--- src/rtl/pcs_pkg.sv ---
// -----------------------------------------------------------------------------
// pcs_pkg
// Shared constants and helpers for the 1000BASE-X transmit PCS:
//   - K-octet constants for the supported ordered sets (/I/, /S/, /T/, /R/, /V/)
//   - data octets used as the second code group of an idle (D5.6, D16.2)
//   - state encoding of the transmit code-group FSM
//   - small pure helpers (supported-K check, sub-block ones counters)
// -----------------------------------------------------------------------------
package pcs_pkg;

  // Control octets as presented with k=1
  localparam logic [7:0] K28_5 = 8'hBC;  // /I/ comma
  localparam logic [7:0] K27_7 = 8'hFB;  // /S/
  localparam logic [7:0] K29_7 = 8'hFD;  // /T/
  localparam logic [7:0] K23_7 = 8'hF7;  // /R/
  localparam logic [7:0] K30_7 = 8'hFE;  // /V/

  // Second code group of /I1/ and /I2/
  localparam logic [7:0] D5_6  = 8'hC5;
  localparam logic [7:0] D16_2 = 8'h50;

  // State names describe the code group currently on the output
  typedef enum logic [1:0] {
    SINGLE  = 2'd0,
    ALIGN_R = 2'd1,
    IDLE_K  = 2'd2,
    IDLE_D  = 2'd3
  } tx_state_e;

  // True for every control octet the transmitter knows how to send
  function automatic logic is_supported_k(input logic [7:0] octet);
    logic ok;
    case (octet)
      K28_5, K27_7, K29_7, K23_7, K30_7: ok = 1'b1;
      default:                           ok = 1'b0;
    endcase
    return ok;
  endfunction

  // Number of ones in a 6-bit sub-block (3 means neutral)
  function automatic logic [2:0] ones6(input logic [5:0] v);
    logic [2:0] n;
    n = 3'd0;
    for (int i = 0; i < 6; i++) begin
      n = n + {2'b00, v[i]};
    end
    return n;
  endfunction

  // Number of ones in a 4-bit sub-block (2 means neutral)
  function automatic logic [2:0] ones4(input logic [3:0] v);
    logic [2:0] n;
    n = 3'd0;
    for (int i = 0; i < 4; i++) begin
      n = n + {2'b00, v[i]};
    end
    return n;
  endfunction

endpackage

--- src/rtl/enc_8b10b.sv ---
// -----------------------------------------------------------------------------
// enc_8b10b
// Purely combinational 8b/10b encoder (5b/6b + 3b/4b with per-sub-block
// running disparity). Shared with the autonegotiation /C/ path.
// Ports:
//   octet  [7:0] in  : HGF EDCBA, bits [4:0] = x, bits [7:5] = y
//   k            in  : 1 = control code group K.x.y
//   rd_in        in  : running disparity before the code group (1 = positive)
//   code   [9:0] out : abcdei fghj, bit 9 = a (first transmitted)
//   rd_out       out : running disparity after the code group
// -----------------------------------------------------------------------------
module enc_8b10b
  import pcs_pkg::*;
(
  input  logic [7:0] octet,
  input  logic       k,
  input  logic       rd_in,
  output logic [9:0] code,
  output logic       rd_out
);

  logic [4:0] x;
  logic [2:0] y;
  logic       k28;
  logic [5:0] six_neg;
  logic       six_alt;
  logic [5:0] six;
  logic       rd_mid;
  logic [3:0] four_neg;
  logic       four_alt;
  logic [3:0] four;
  logic       a7;

  assign x   = octet[4:0];
  assign y   = octet[7:5];
  assign k28 = k && (x == 5'd28);

  // 5b/6b: RD- form from the table, complemented under RD+ when the
  // sub-block has an alternate (unbalanced, or the D.07 / K.28 specials)
  always_comb begin
    six_neg = 6'b000000;
    case (x)
      5'd0:  six_neg = 6'b100111;
      5'd1:  six_neg = 6'b011101;
      5'd2:  six_neg = 6'b101101;
      5'd3:  six_neg = 6'b110001;
      5'd4:  six_neg = 6'b110101;
      5'd5:  six_neg = 6'b101001;
      5'd6:  six_neg = 6'b011001;
      5'd7:  six_neg = 6'b111000;
      5'd8:  six_neg = 6'b111001;
      5'd9:  six_neg = 6'b100101;
      5'd10: six_neg = 6'b010101;
      5'd11: six_neg = 6'b110100;
      5'd12: six_neg = 6'b001101;
      5'd13: six_neg = 6'b101100;
      5'd14: six_neg = 6'b011100;
      5'd15: six_neg = 6'b010111;
      5'd16: six_neg = 6'b011011;
      5'd17: six_neg = 6'b100011;
      5'd18: six_neg = 6'b010011;
      5'd19: six_neg = 6'b110010;
      5'd20: six_neg = 6'b001011;
      5'd21: six_neg = 6'b101010;
      5'd22: six_neg = 6'b011010;
      5'd23: six_neg = 6'b111010;
      5'd24: six_neg = 6'b110011;
      5'd25: six_neg = 6'b100110;
      5'd26: six_neg = 6'b010110;
      5'd27: six_neg = 6'b110110;
      5'd28: six_neg = 6'b001110;
      5'd29: six_neg = 6'b101110;
      5'd30: six_neg = 6'b011110;
      5'd31: six_neg = 6'b101011;
      default: six_neg = 6'b000000;
    endcase
    // K.28 carries the comma-forming sub-block instead of D.28
    if (k28) begin
      six_neg = 6'b001111;
    end else begin
      six_neg = six_neg;
    end
    six_alt = (ones6(six_neg) != 3'd3) || ((x == 5'd7) && !k28);
    six     = (six_alt && rd_in) ? ~six_neg : six_neg;
    rd_mid  = rd_in ^ (ones6(six_neg) != 3'd3);
  end

  // 3b/4b: indexed by the disparity left after the 6b sub-block; every
  // K sub-block has two forms, D ones only when unbalanced or x.3
  always_comb begin
    four_neg = 4'b0000;
    four_alt = 1'b0;
    a7 = (!rd_mid && ((x == 5'd17) || (x == 5'd18) || (x == 5'd20))) ||
         ( rd_mid && ((x == 5'd11) || (x == 5'd13) || (x == 5'd14)));
    if (k) begin
      case (y)
        3'd0: four_neg = 4'b1011;
        3'd1: four_neg = 4'b0110;
        3'd2: four_neg = 4'b1010;
        3'd3: four_neg = 4'b1100;
        3'd4: four_neg = 4'b1101;
        3'd5: four_neg = 4'b0101;
        3'd6: four_neg = 4'b1001;
        3'd7: four_neg = 4'b0111;
        default: four_neg = 4'b0000;
      endcase
      four_alt = 1'b1;
    end else begin
      case (y)
        3'd0: four_neg = 4'b1011;
        3'd1: four_neg = 4'b1001;
        3'd2: four_neg = 4'b0101;
        3'd3: four_neg = 4'b1100;
        3'd4: four_neg = 4'b1101;
        3'd5: four_neg = 4'b1010;
        3'd6: four_neg = 4'b0110;
        // A7 avoids a run of five equal bits across the sub-block boundary
        3'd7: four_neg = a7 ? 4'b0111 : 4'b1110;
        default: four_neg = 4'b0000;
      endcase
      four_alt = (ones4(four_neg) != 3'd2) || (y == 3'd3);
    end
    four   = (four_alt && rd_mid) ? ~four_neg : four_neg;
    rd_out = rd_mid ^ (ones4(four_neg) != 3'd2);
    code   = {six, four};
  end

endmodule

--- src/rtl/pcs_tx_code_group.sv ---
// -----------------------------------------------------------------------------
// pcs_tx_code_group
// Transmit code-group stage of the 1000BASE-X PCS. Captures one ordered set
// per TX_OSET_indicate handshake and expands it into one (data, /S/, /T/, /R/,
// /V/) or two (/I/) 8b/10b code groups, inserting one /R/ ahead of an /I/
// that would otherwise start on an odd position.
// Ports:
//   GTX_CLK               in  : clock, rising edge
//   RESET                 in  : synchronous, active-low reset
//   tx_o_set        [7:0] in  : ordered-set octet from the upstream FSM
//   tx_o_set_k            in  : 1 = tx_o_set is a control octet
//   tx_code_group   [9:0] out : registered code group, bit 9 = a
//   tx_even               out : 1 while the current group is on an even position
//   TX_OSET_indicate      out : 1 while the last group of the current set is driven
//   tx_disparity          out : running disparity after the current group
// Parameter:
//   INVALID_K : control octet sent for any unsupported K octet (/V/)
// -----------------------------------------------------------------------------
module pcs_tx_code_group
  import pcs_pkg::*;
#(
  parameter logic [7:0] INVALID_K = 8'hFE
) (
  input  logic       GTX_CLK,
  input  logic       RESET,
  input  logic [7:0] tx_o_set,
  input  logic       tx_o_set_k,
  output logic [9:0] tx_code_group,
  output logic       tx_even,
  output logic       TX_OSET_indicate,
  output logic       tx_disparity
);

  tx_state_e  state_q, state_d;
  logic [9:0] code_q, code_d;
  logic       even_q, even_d;
  logic       ind_q, ind_d;
  logic       rd_q, rd_d;

  // Decision for a newly captured set
  logic [7:0] cap_octet;
  logic       cap_k;
  tx_state_e  cap_state;
  logic       cap_ind;

  // Encoder operands for the next code group
  logic [7:0] enc_octet;
  logic       enc_k;
  logic [9:0] enc_code;
  logic       enc_rd;

  // Decode the set on the inputs into its first code group and follow-on state
  always_comb begin
    cap_octet = tx_o_set;
    cap_k     = tx_o_set_k;
    cap_state = SINGLE;
    cap_ind   = 1'b1;
    if (tx_o_set_k && (tx_o_set == K28_5)) begin
      cap_k   = 1'b1;
      cap_ind = 1'b0;
      // even_q = 1 means the next group lands on an odd position
      if (even_q) begin
        cap_octet = K23_7;
        cap_state = ALIGN_R;
      end else begin
        cap_octet = K28_5;
        cap_state = IDLE_K;
      end
    end else if (tx_o_set_k) begin
      cap_octet = is_supported_k(tx_o_set) ? tx_o_set : INVALID_K;
    end else begin
      cap_octet = tx_o_set;
    end
  end

  // Next code group and state from the group currently being driven
  always_comb begin
    enc_octet = cap_octet;
    enc_k     = cap_k;
    state_d   = cap_state;
    ind_d     = cap_ind;
    case (state_q)
      ALIGN_R: begin
        enc_octet = K28_5;
        enc_k     = 1'b1;
        state_d   = IDLE_K;
        ind_d     = 1'b0;
      end
      IDLE_K: begin
        // rd_q is the disparity after K28.5, the inverse of that at capture
        enc_octet = rd_q ? D16_2 : D5_6;
        enc_k     = 1'b0;
        state_d   = IDLE_D;
        ind_d     = 1'b1;
      end
      SINGLE, IDLE_D: begin
        enc_octet = cap_octet;
        enc_k     = cap_k;
        state_d   = cap_state;
        ind_d     = cap_ind;
      end
      default: begin
        enc_octet = cap_octet;
        enc_k     = cap_k;
        state_d   = cap_state;
        ind_d     = cap_ind;
      end
    endcase
    code_d = enc_code;
    rd_d   = enc_rd;
    even_d = ~even_q;
  end

  enc_8b10b u_enc (
    .octet  (enc_octet),
    .k      (enc_k),
    .rd_in  (rd_q),
    .code   (enc_code),
    .rd_out (enc_rd)
  );

  // Output and FSM registers; reset abandons any set in progress
  always_ff @(posedge GTX_CLK) begin
    if (!RESET) begin
      state_q <= SINGLE;
      code_q  <= 10'b0000000000;
      even_q  <= 1'b0;
      ind_q   <= 1'b1;
      rd_q    <= 1'b0;
    end else begin
      state_q <= state_d;
      code_q  <= code_d;
      even_q  <= even_d;
      ind_q   <= ind_d;
      rd_q    <= rd_d;
    end
  end

  assign tx_code_group    = code_q;
  assign tx_even          = even_q;
  assign TX_OSET_indicate = ind_q;
  assign tx_disparity     = rd_q;

endmodule

--- config.mk ---
export PLATFORM = sky130hd
export DESIGN_NAME = pcs_tx_code_group
export DESIGN_NICKNAME = d
export VERILOG_FILES = /design/src/rtl/pcs_pkg.sv /design/src/rtl/enc_8b10b.sv /design/src/rtl/pcs_tx_code_group.sv
export SDC_FILE = /design/constraint.sdc
export NUM_CORES = 1
export LEC_CHECK = 0
export ABC_AREA = 1
export CAP_MARGIN = 25
export CORE_ASPECT_RATIO = 1.5
export CORE_MARGIN = 2
export CORE_UTILIZATION = 50
export CTS_BUF_LIST = sky130_fd_sc_hd__clkbuf_4 sky130_fd_sc_hd__clkbuf_8
export CTS_CLUSTER_DIAMETER = 40
export DETAILED_ROUTE_END_ITERATION = 10
export PLACE_DENSITY = 0.71
export SLEW_MARGIN = 10
export SYNTH_ARGS = -nofsm -noshare
export SYNTH_HDL_FRONTEND = slang
export SYNTH_HIERARCHICAL = 1
export SYNTH_SLANG_ARGS = --single-unit
--- constraint.sdc ---
create_clock -name GTX_CLK -period 12.09 [get_ports GTX_CLK]
set_input_delay 2.418 -clock GTX_CLK [delete_from_list [all_inputs] [get_ports GTX_CLK]]
set_output_delay 2.418 -clock GTX_CLK [all_outputs]
set_load 0.02 [all_outputs]
==> out/qor.yml, run 1 <==
rows: 27
arrival_ns: 8.82
rsz0062_at_grt: "false"
final_cell_mix: "75 x nand2_1, 53 x inv_1, 23 x clkdlybuf4s50_1"
synth-seq-cells: 15
synth_top_cell_by_area: "dfxtp_1"
ioPinCount: 24
yosys.area.top_type_share: 0.162
netlist_area_sq_um: 1850
drt_iter0_drc: 32
synth_top_family_by_area: "simple AND/OR/NAND/NOR gates"
synth_xor_area_frac: 0.0378
drive_gt1_frac: 0.148
clock-root-buffer: "clkbuf_8"
fin_nets: 337
cts-hold-fix-buffers: 0
finalPower_w: 0.000309
crit_slowest_cell: "clkdlybuf4s50_1"
start_util: 0.512
hp-class: "reg -> reg"
clkTransAtPathRegs_ns: 0.06
end_kind: "flop"
min_delay_path_depth: 1
period_share: 0.718
vias: 1717
finalSetupViolCount: 0
area_delta_synth_final_pct: 15.1
gp_congestion: 0.889
critical_path_class: "in -> reg"
tightest_slew_ns: 0.490
r2r_cells: 42
cts_resized: 0
wl_per_cell_microns: 10.5
track_usage: 0.198
cp.depth: 41
yosys-top-cells-area: "dfxtp_1 16%, nand2_1 15%, inv_1 11%, ha_1 10%, fa_1 5.4%"
avgSynthCellArea_sq_um: 6.52
crit_path_frequent_cell: "inv_1"
antenna_found_initial: 0
synth_compound_area_frac: 0.104
cpPeakStageDelay_ns: 0.65
final_hold_viol_count: 0
power.density_nw_per_um2: 145
syn-num-nets: 315
cts_tree: "done"
first_pass_iters: 4
die_w_microns: 53.7
gr-total-overflow: 0
cts.sinks: 15
cts_max_level: 1
fmax_mhz: 115
dieHeight_microns: 78.5
tns_ns: 0
route.met3.wl_microns: 106
grt_max_degree: 14
slew_violations: 0
remaining_drc_errors: 0
synth_cells: 284
cp_top_family: "adder cells"
clkLatencyLatePin_ns: 0.24
status: "complete, no violations"
die_area_sq_um: 4220
io_buffers: 23
synth_seq_area_share: 0.162
avgViaCountPerCell: 4.93
dr.max_layer_used: "met4"
wl_met2_microns: 2060
antenna_cells: 0
period_minus_slack_ns: 8.67
ys_warn_count: 6
cp_num_buf_inv: 13
grt_pass1_vias: 1661
synth_fa_ha_area_frac: 0.155
max_cap_violations: 0
final_util: 0.589
clockBufferDepth: 2
wl_met1_microns: 1450
stdcell_area_sq_um: 2130
path_max_fanout: 9
cts_setup_buffers: 0
vdd_ir_drop_max_v: 0.0000853
crit_required_ns: 12.24
final_common_cell: "nand2_1"
p_leak_nw: 1.15
relSlewSlack: 0.673
routed_wl_microns: 3670
placed_cell_area_sq_um: 2080
antenna_left: 0
coreArea_sq_um: 3610
grt_pass1_wl_microns: 6550
hpwl_microns: 3100
cp-start-kind: "input port"
synth-simple-area-share: 0.386
netlist-cell-type-count: 33
fin_worst_skew_ns: 0.00665
cts_made_buffers: 3
synth_mux_area_frac: 0
==> cell type report <==
cell class              count  area (sq um)
inverters                  60           225
well taps                  43          53.8
fillers                   363          1480
clock buffers               4          48.8
multi-input cells         202          1260
repair buffers             24           238
flip-flops and latches     15           300
==> routing by layer <==
layer	track usage	up-vias
met4	0.0615	0
li1	-	919
met5	0	-
met2	0.380	37
met3	0.0228	4
met1	0.209	757
==> power by group <==
group          switching (W)  internal, W   total, W
Combinational       0.000115    0.0000842   0.000199
Clock              0.0000170    0.0000255  0.0000426
Sequential        0.00000529    0.0000628  0.0000680
==> per-stage QoR <==
stage	setup WS, ns	hold slack, ns	instances
finish	3.42	0.485	348
global route	2.73	0.507	348
CTS	3.40	0.492	348
detailed placement	3.17	0.472	344
global placement	3.28	0.472	344
floorplan	4.24	0.525	284
==> worst reg2reg max path, delay by kind of cell (launching register included) <==
family	cells	cell delay (ns)
simple gates	17	1.54
fa+ha+maj	9	3.15
compound gates	3	0.55
buf+inv	13	0.94
flops	1	0.34
==> cell families after synthesis <==
| logic type | Yosys count |
|---|---|
| simple gates | 145 |
| buf+inv | 67 |
| compound gates | 29 |
| fa+ha+maj | 20 |
| flops | 15 |
| xor+xnor | 8 |
==> cell usage after synthesis <==
master and count:
o211ai_1 3, nor3b_1 1, nor2_4 2, nand2_2 10, a21oi_2 1, o21ai_0 10, nand4_4 1, xnor2_1 3
nor2_2 6, o21ai_2 2, ha_1 15, a211oi_2 1, o22ai_1 2, o21ai_1 2, xor2_1 5, dfxtp_1 15
inv_2 7, or2_4 1, nor3_2 1, buf_6 4, nand3_2 7, fa_1 5, nand2_1 75, nor2_1 17
nand3_1 17, nand4_1 7, buf_4 1, a22oi_1 1, inv_1 53, a21oi_1 6, clkbuf_1 1, buf_2 1
a31oi_4 1
==> final timing paths <==
path                          from                     endpoint  slack (ns)
max                     tx_o_set_k  tx_code_group[3]$_SDFF_PN0_        3.42
min             tx_even$_SDFF_PN0_           tx_even$_SDFF_PN0_        0.49
max reg2reg  state_q[0]$_SDFF_PN0_  tx_code_group[3]$_SDFF_PN0_        5.48
min reg2reg     tx_even$_SDFF_PN0_           tx_even$_SDFF_PN0_        0.49
==> registers in the layout (all words and copies together) (netlist names) <==
signal / count
tx_code_group: 10
state_q: 2
TX_OSET_indicate: 1
tx_disparity: 1
tx_even: 1
Power figures use the tool's default switching activity.
==> run 2, diff against run 1 <==
- clock period: 12.09 -> 8.12 ns (I/O delays scaled with it)
==> out/qor.yml, run 2 (synthesis gave the netlist of run 1 again) <==
status: "complete, no violations"
vdd_ir_drop_max_v: 0.000153  # +79%
path_max_fanout: 4  # -5
cts_tree: "done"
die_w_microns: 53.7  # unchanged
slew_violations: 0  # unchanged
grt_max_degree: 14  # unchanged
track_usage: 0.206  # +0.00814
stdcell_area_sq_um: 2180  # +2.3%
relSlewSlack: 0.673  # about the same
critical_path_class: "in -> reg"
avgViaCountPerCell: 4.89  # -0.89%
area_delta_synth_final_pct: 17.8
antenna_found_initial: 0  # unchanged
finalSetupViolCount: 0  # unchanged
cpPeakStageDelay_ns: 0.55  # -0.10 ns
period_share: 0.931
regArea_sq_um: 300  # unchanged
clockBufferDepth: 2  # unchanged
first_pass_iters: 4  # unchanged
crit_path_frequent_cell: "inv_1"
vias: 1731  # +0.82%
gr-total-overflow: 0  # unchanged
clkLatencyLatePin_ns: 0.25  # about the same
drive_gt1_frac: 0.170  # +0.0229
start_util: 0.512  # unchanged
cts.sinks: 15  # unchanged
placed_cell_area_sq_um: 2130  # +2.2%
io_buffers: 23  # unchanged
clock-root-buffer: "clkbuf_8"
tightest_slew_ns: 0.488  # -0.00197 ns
wl_per_cell_microns: 10.2  # -3.2%
die_area_sq_um: 4220  # unchanged
fin_hold_ws_ns: 0.474  # -0.0110 ns
max_cap_violations: 0  # unchanged
num-fill-cells: 354  # -2.5%
crit_slowest_cell: "fa_1"
antenna_left: 0  # unchanged
ioPinCount: 24  # unchanged
p_leak_nw: 1.18  # +2.5%
arrival_ns: 7.76  # -1.06 ns
remaining_drc_errors: 0  # unchanged
fin_nets: 343  # +1.8%
grt_pass1_wl_microns: 6890  # +5.2%
largest_reg_flops: 10  # unchanged
hp-class: "reg -> reg"
rsz0062_at_grt: "false"
grt_pass1_vias: 1758  # +5.8%
fmax_mhz: 132
met3_usage: 0.0190  # -0.00380
fin_worst_skew_ns: 0.0119  # +0.00529 ns
cts_made_buffers: 3  # unchanged
cp_num_buf_inv: 7  # -6
cp-start-kind: "input port"
final_cell_mix: "74 x nand2_1, 53 x inv_1, 23 x clkdlybuf4s50_1"
cts-hold-fix-buffers: 0  # unchanged
antenna_cells: 0  # unchanged
power.density_nw_per_um2: 213  # +47%
end_kind: "flop"
period_minus_slack_ns: 7.56
gr-usage-met1: 0.221  # +0.0113
cts_setup_buffers: 0  # unchanged
clkTransAtPathRegs_ns: 0.07  # about the same
routed_wl_microns: 3610  # -1.5%
top_usage_layer: "met2"
coreArea_sq_um: 3610  # unchanged
hpwl_microns: 3210  # +3.5%
cp_top_family: "adder cells"
final_hold_viol_count: 0  # unchanged
tns_ns: 0  # unchanged
dieHeight_microns: 78.5  # unchanged
final_common_cell: "nand2_1"
drt_iter0_drc: 29  # -9.4%
crit_required_ns: 8.32  # -3.92 ns
rows: 27  # unchanged
cts_resized: 0  # unchanged
gp_congestion: 0.899  # +1.1%
multiInputGateArea_sq_um: 1270  # +0.40%
grtUsageMet2: 0.393  # +0.0122
cts_max_level: 1  # unchanged
run 2: worst reg2reg max path: cells and delay by family, from the launching register on:
family	cells	cell delay (ns)
buffers and inverters	10	0.67
AO/OA/AOI/OAI	3	0.42
XOR/XNOR	1	0.15
AND/OR/NAND/NOR	13	1.34
flip-flops	1	0.33
adder cells (fa/ha/maj)	9	3.37
run 2: report_power, final:
| part | internal (W) | switching (W) |
|---|---|---|
| Sequential | 0.0000934 | 0.00000776 |
| Clock | 0.0000380 | 0.0000253 |
| Combinational | 0.000130 | 0.000171 |
| Total | 0.000261 | 0.000204 |
run 2: area by class of cell:
class,count,area share
multi-input combinational,202,0.582
sequential,15,0.138
timing repair buffer,30,0.130
inverter,60,0.103
tap,43,0.0247
clock buffer,4,0.0224
run 2: path summary, 6_finish.rpt:
kind         cells past startpoint  slack [ns]                      end             startpoint
max                             35        0.56  tx_disparity$_SDFF_PN0_            tx_o_set[0]
min                              1        0.47       tx_even$_SDFF_PN0_     tx_even$_SDFF_PN0_
max reg2reg                     36        1.79  tx_disparity$_SDFF_PN0_  state_q[0]$_SDFF_PN0_
min reg2reg                      1        0.47       tx_even$_SDFF_PN0_     tx_even$_SDFF_PN0_
run 2: routing by layer:
| layer | vias to the layer above | wire length (microns) |
|---|---|---|
| li1 | 936 | - |
| met2 | 29 | 2070 |
| met1 | 762 | 1420 |
| met4 | 0 | 56 |
| met3 | 4 | 71 |
| met5 | - | 0 |
run 2: metrics by stage:
step                      total power (W)   util  std cells  setup WS, ns
after global placement           0.000398  0.588        350         0.275
after CTS                        0.000469  0.602        354         0.444
final                            0.000465  0.603        354         0.562
after floorplan                  0.000325      -        284          1.07
after global routing             0.000519  0.603        354        0.0207
after detailed placement         0.000406  0.588        350         0.188
